[config.mk]
export PLATFORM = sky130hd
export DESIGN_NAME = booth_mult_arbiter
export DESIGN_NICKNAME = d
export VERILOG_FILES = /design/src/rtl/booth_mult_arbiter.sv
export SDC_FILE = /design/constraint.sdc
export NUM_CORES = 1
export LEC_CHECK = 0
export BUFFER_PORTS_ARGS = -buffer_cell sky130_fd_sc_hd__buf_4
export CORE_ASPECT_RATIO = 1.25
export CORE_MARGIN = 4
export CORE_UTILIZATION = 47
export CTS_CLUSTER_DIAMETER = 50
export DETAILED_ROUTE_END_ITERATION = 8
export PLACE_DENSITY = 0.85
export SKIP_CTS_REPAIR_TIMING = 1
export SLEW_MARGIN = 20
export SYNTH_ARGS = -nofsm -noshare
export SYNTH_HDL_FRONTEND = slang
export SYNTH_SLANG_ARGS = --single-unit
[constraint.sdc]
create_clock -name clk -period 3.3 [get_ports clk]
set_input_delay 0.66 -clock clk [delete_from_list [all_inputs] [get_ports clk]]
set_output_delay 0.66 -clock clk [all_outputs]
set_load 0.005 [all_outputs]
[src/rtl/booth_mult_arbiter.sv]
// Round-robin front end sharing one booth_multiplier among N requesters.
// Optional watchdog abort enabled by defining BOOTH_ARB_TIMEOUT_EN.
module booth_mult_arbiter #(
    parameter int N       = 4,
    parameter int WIDTH   = 8,
    parameter int TIMEOUT = 64
) (
    input  logic                      clk,
    input  logic                      rst,
    input  logic [N-1:0]              req,
    input  logic [N*WIDTH-1:0]        m_in,
    input  logic [N*WIDTH-1:0]        r_in,
    output logic [N-1:0]              gnt,
    output logic                      mul_start,
    output logic [WIDTH-1:0]          mul_m,
    output logic [WIDTH-1:0]          mul_r,
    input  logic                      mul_ready,
    input  logic [2*WIDTH-1:0]        mul_ans,
    output logic                      res_valid,
    output logic [$clog2(N)-1:0]      res_id,
    output logic [2*WIDTH-1:0]        res_data,
    output logic                      res_err
);
    localparam int IDW = $clog2(N);

    typedef enum logic [1:0] {IDLE, BUSY, RUN, DONE} state_t;

    state_t             state_q, state_d;
    logic [IDW-1:0]     ptr_q, ptr_d;
    logic [IDW-1:0]     idx_q, idx_d;
    logic [N-1:0]       gnt_q, gnt_d;
    logic               mul_start_q, mul_start_d;
    logic [WIDTH-1:0]   mul_m_q, mul_m_d;
    logic [WIDTH-1:0]   mul_r_q, mul_r_d;
    logic               res_valid_q, res_valid_d;
    logic [IDW-1:0]     res_id_q, res_id_d;
    logic [2*WIDTH-1:0] res_data_q, res_data_d;
    logic               res_err_q, res_err_d;

`ifdef BOOTH_ARB_TIMEOUT_EN
    localparam int CNT_W = $clog2(TIMEOUT + 1);
    logic [CNT_W-1:0]   cnt_q, cnt_d;
`endif

    // cand[k] is the requester examined k-th when scanning from ptr
    logic [IDW-1:0] cand [N];
    logic           sel_found;
    logic [IDW-1:0] sel_idx;

    for (genvar gi = 0; gi < N; gi++) begin : g_cand
        assign cand[gi] = IDW'((32'(ptr_q) + 32'(gi)) % 32'(N));
    end

    always_comb begin
        sel_found = 1'b0;
        sel_idx   = '0;
        for (int k = N - 1; k >= 0; k--) begin
            if (req[cand[k]]) begin
                sel_found = 1'b1;
                sel_idx   = cand[k];
            end
        end
    end

    always_comb begin
        state_d     = state_q;
        ptr_d       = ptr_q;
        idx_d       = idx_q;
        gnt_d       = '0;
        mul_start_d = mul_start_q;
        mul_m_d     = mul_m_q;
        mul_r_d     = mul_r_q;
        res_valid_d = 1'b0;
        res_id_d    = res_id_q;
        res_data_d  = res_data_q;
        res_err_d   = res_err_q;
`ifdef BOOTH_ARB_TIMEOUT_EN
        cnt_d       = cnt_q;
`endif
        case (state_q)
            IDLE: begin
                if (sel_found) begin
                    mul_m_d     = m_in[sel_idx*WIDTH +: WIDTH];
                    mul_r_d     = r_in[sel_idx*WIDTH +: WIDTH];
                    idx_d       = sel_idx;
                    gnt_d       = N'(1) << sel_idx;
                    mul_start_d = 1'b1;
                    state_d     = BUSY;
`ifdef BOOTH_ARB_TIMEOUT_EN
                    cnt_d       = '0;
`endif
                end
            end
            BUSY: begin
                // ready dropping is the multiplier's acknowledgement of start
                if (!mul_ready) begin
                    mul_start_d = 1'b0;
                    state_d     = RUN;
                end
            end
            RUN: begin
                if (mul_ready) begin
                    res_data_d  = mul_ans;
                    res_id_d    = idx_q;
                    res_valid_d = 1'b1;
                    res_err_d   = 1'b0;
                    state_d     = DONE;
                end
            end
            default: begin
                ptr_d   = (idx_q == IDW'(N - 1)) ? '0 : idx_q + 1'b1;
                state_d = IDLE;
            end
        endcase
`ifdef BOOTH_ARB_TIMEOUT_EN
        // a genuine completion on the same cycle wins over the abort
        if (state_q == BUSY || state_q == RUN) begin
            cnt_d = cnt_q + 1'b1;
            if (cnt_d == CNT_W'(TIMEOUT) && state_d != DONE) begin
                res_data_d  = '0;
                res_id_d    = idx_q;
                res_valid_d = 1'b1;
                res_err_d   = 1'b1;
                mul_start_d = 1'b0;
                state_d     = DONE;
            end
        end
`endif
    end

    always_ff @(posedge clk) begin
        if (rst) begin
            state_q     <= IDLE;
            ptr_q       <= '0;
            idx_q       <= '0;
            gnt_q       <= '0;
            mul_start_q <= 1'b0;
            mul_m_q     <= '0;
            mul_r_q     <= '0;
            res_valid_q <= 1'b0;
            res_id_q    <= '0;
            res_data_q  <= '0;
            res_err_q   <= 1'b0;
`ifdef BOOTH_ARB_TIMEOUT_EN
            cnt_q       <= '0;
`endif
        end else begin
            state_q     <= state_d;
            ptr_q       <= ptr_d;
            idx_q       <= idx_d;
            gnt_q       <= gnt_d;
            mul_start_q <= mul_start_d;
            mul_m_q     <= mul_m_d;
            mul_r_q     <= mul_r_d;
            res_valid_q <= res_valid_d;
            res_id_q    <= res_id_d;
            res_data_q  <= res_data_d;
            res_err_q   <= res_err_d;
`ifdef BOOTH_ARB_TIMEOUT_EN
            cnt_q       <= cnt_d;
`endif
        end
    end

    assign gnt       = gnt_q;
    assign mul_start = mul_start_q;
    assign mul_m     = mul_m_q;
    assign mul_r     = mul_r_q;
    assign res_valid = res_valid_q;
    assign res_id    = res_id_q;
    assign res_data  = res_data_q;
`ifdef BOOTH_ARB_TIMEOUT_EN
    assign res_err   = res_err_q;
`else
    assign res_err   = 1'b0;
`endif

endmodule

==> impl_metrics.csv <==
group,metric,value,unit
detailed_routing,wirelength,5.803,mm
pwr,p_int,0.001199,W
clock_network,cts_tree,"yes",
detailed_routing,drc,0,
pwr,peakVddDrop,0.3457,mV
worst_setup_path,slowest_delay,0.49,ns
pwr,switchingPower,0.0006350,W
detailed_routing,vias,2086,
min_path,hold_path_class,"flop to flop",
sta,period_share,0.6493,
sta,hold_violations,0,
synth,netlist_instances,237,
min_path,hold_depth,2,
sta,fin_crit,2.143,ns
detailed_routing,first_pass_iters,4,
synth,synth_edf_count,0,
detailed_routing,wl_per_cell,14.02,um
sta,relSlewSlack,0.5962,
clock_network,insertion_delay,0.31,ns
synth,ys_async_sr_fraction,0,
job,maxCapViolCount,0,
placement,port_buffers,126,
worst_setup_path,crit_required,3.48,ns
layout,finalNetCount,447,
sta,slew_viol_final,0,
sta,final.setup.tns,0,ns
global_route,grt_pass1_vias,2082,
floorplan,io_pins,128,
sta,rsz0062_at_grt,"false",
worst_setup_path,timing.critical_path.fanout_max,36,
global_route,grt.overflow.total,0,
floorplan,core,0.004527,mm2
synth,synthFlopType,"dfxtp_1",
clock_network,cts_buffer_depth,2,
clock_network,clock_sinks,46,
worst_setup_path,path_cells,"mux2i_1 -> nor2_1 -> a311oi_4 -> buf_4 -> mux2i_1 -> o221ai_2",
detailed_routing,final_antenna_net_count,0,
layout,drive_gt1_frac,0.4213,
pwr,swShare,0.3463,
global_route,antenna_found_initial,0,
clock_network,cts_root_buffer,"clkbuf_8",
detailed_routing,avgViaCountPerCell,5.039,
floorplan,rows,27,
worst_setup_path,endpoint_kind,"flop",
synth,syn_area,0.002262,mm2
worst_setup_path,arrival,2.33,ns
clock_network,htreeDepth,2,
floorplan,initial_core_util,0.4997,
placement,dpl_worst_slack,0.8545,ns
worst_setup_path,cpMostUsedCell,"mux2i_1",
synth,avgSynthCellArea,9.545,um2
layout,fillers,382,
worst_setup_path,worstSetupStartpointType,"flop",
synth,synth-seq-cells,46,
sta,finClkSkew,0.007421,ns
placement,dp_hpwl,4.617,mm
global_route,grt_usage,0.1946,
pwr,p_per_area,564.9,mW/mm2
global_route,grt_max_degree,37,
floorplan,die_x,70.05,um
sta,finalSetupViolations,0,
floorplan,die_h,85.57,um
pwr,seqPwrFrac,0.406,
sta,timing.fmax,466.7,MHz
pwr,p_clk_frac,0.194,
detailed_routing,drtIter0Drc,83,
floorplan,die-area,0.005994,mm2
synth,yosysUniqueCellTypes,30,
layout,diodes,0,
worst_setup_path,critical_path_class,"flop to flop",
pwr,comb_power_share,0.400,
worst_setup_path,r2r_cells,6,
pwr,p_leak,1.478,nW
synth,syn_nets,329,
synth,seq_area_frac_synth,0.4071,
global_route,grt_pass1_wl,9.439,mm
sta,tightest_slew,0.6057,ns
pwr,power,0.001834,W
sta,layout_setup_ws,1.157,ns
layout,utilization,0.7170,
layout,syn_to_final_growth,43.47,%
worst_setup_path,cp_slowest_cell,"dfxtp_1",
layout,layout_common_cells,"buf_4 (127), nand2_1 (55), dfxtp_1 (46)",
synth,ys_warn_count,0,
outcome,status,"complete, no violations",
placement,gp_congestion,0.7789,
clock_network,cts_inserted_buffers,5,
layout,final_common_cell,"buf_4",
clock_network,clk_pin_slew,0.09,ns
==> cells in the mapped netlist (2+ instances only) <==
master,n,area [um2]
nor2_1,14,52.55
ha_1,5,62.56
buf_1,2,7.510
mux2i_1,38,380.4
inv_1,7,26.28
buf_4,4,30.03
o221ai_2,9,135.1
nand2_1,55,206.5
clkbuf_1,3,11.26
o21ai_0,2,10.01
o221ai_1,7,61.31
buf_6,4,45.04
a21oi_1,23,115.1
dfxtp_1,46,920.9
buf_12,3,60.06
==> flip-flops by register name, summed over array words and instances, names as in the netlist <==
signal	cells
gnt	4
idx_q	2
mul_m	8
mul_r	8
mul_start	1
ptr_q	2
res_data	16
res_id	2
res_valid	1
state_q	2
==> final timing paths <==
| path | slack (ns) | end | from |
|---|---|---|---|
| worst max-delay path | 1.16 | mul_m[5] | ptr_q[1] |
| worst max register to register | 1.16 | mul_m[5] | ptr_q[1] |
| worst min register to register | 0.46 | res_data[11] | res_data[11] |
| worst min-delay path | 0.46 | res_data[11] | res_data[11] |
==> stage by stage <==
stage          std cells  instance area [um2]  hold slack, ns
6_report             414                 3246          0.4632
5_1_grt              414                 3246          0.4765
4_1_cts              414                 3246          0.4615
3_5_place_dp         406                 3152          0.4477
3_3_place_gp         406                 3152          0.4433
2_1_floorplan        237                 2262          0.4488
==> cells by family (layout without fill, tap and decap cells) <==
kind of cell | count (synthesis) | in the layout | share of synthesized area
other | 1 | 1 | 0.001658
AND/OR/NAND/NOR | 78 | 78 | 0.1510
flip-flops | 46 | 46 | 0.4071
AO/OA/AOI/OAI | 46 | 46 | 0.1648
multiplexers | 38 | 38 | 0.1681
adder cells (fa/ha/maj) | 5 | 5 | 0.02765
buffers and inverters | 23 | 142 | 0.07965
==> power groups by stage <==
stage	clock, W	combinational [W]	sequential, W
after floorplan	0	0.000481	0.000754
after global placement	0	0.000725	0.000752
after detailed placement	0	0.000749	0.000755
after CTS	0.000365	0.000747	0.000745
after global routing	0.000389	0.000808	0.000760
final	0.000355	0.000733	0.000745
==> worst max-delay path: cells and delay by family (launching register included) <==
kind	cells	cell delay (ns)
simple gates	1	0.08
flops	1	0.49
compound gates	2	0.38
buf+inv	1	0.49
mux	2	0.56
==> per-layer routing <==
layer / part of all wire / vias up / GRT usage
li1: - / 1057 / -
met1: 0.35 / 928 / 0.2009
met2: 0.53 / 92 / 0.3611
met3: 0.098 / 9 / 0.06917
met4: 0.015 / 0 / 0.06794
met5: 0 / - / 0
==> layout make-up <==
cell class | count | area (um2) | area share
clock buffer | 5 | 68.82 | 0.02120
clock inverter | 3 | 25.02 | 0.007710
inverter | 7 | 26.28 | 0.008096
multi-input combinational | 168 | 1179 | 0.3631
sequential | 46 | 920.9 | 0.2837
tap | 58 | 72.57 | 0.02236
timing repair buffer | 127 | 953.4 | 0.2938
(Power assumes the default switching activity.)
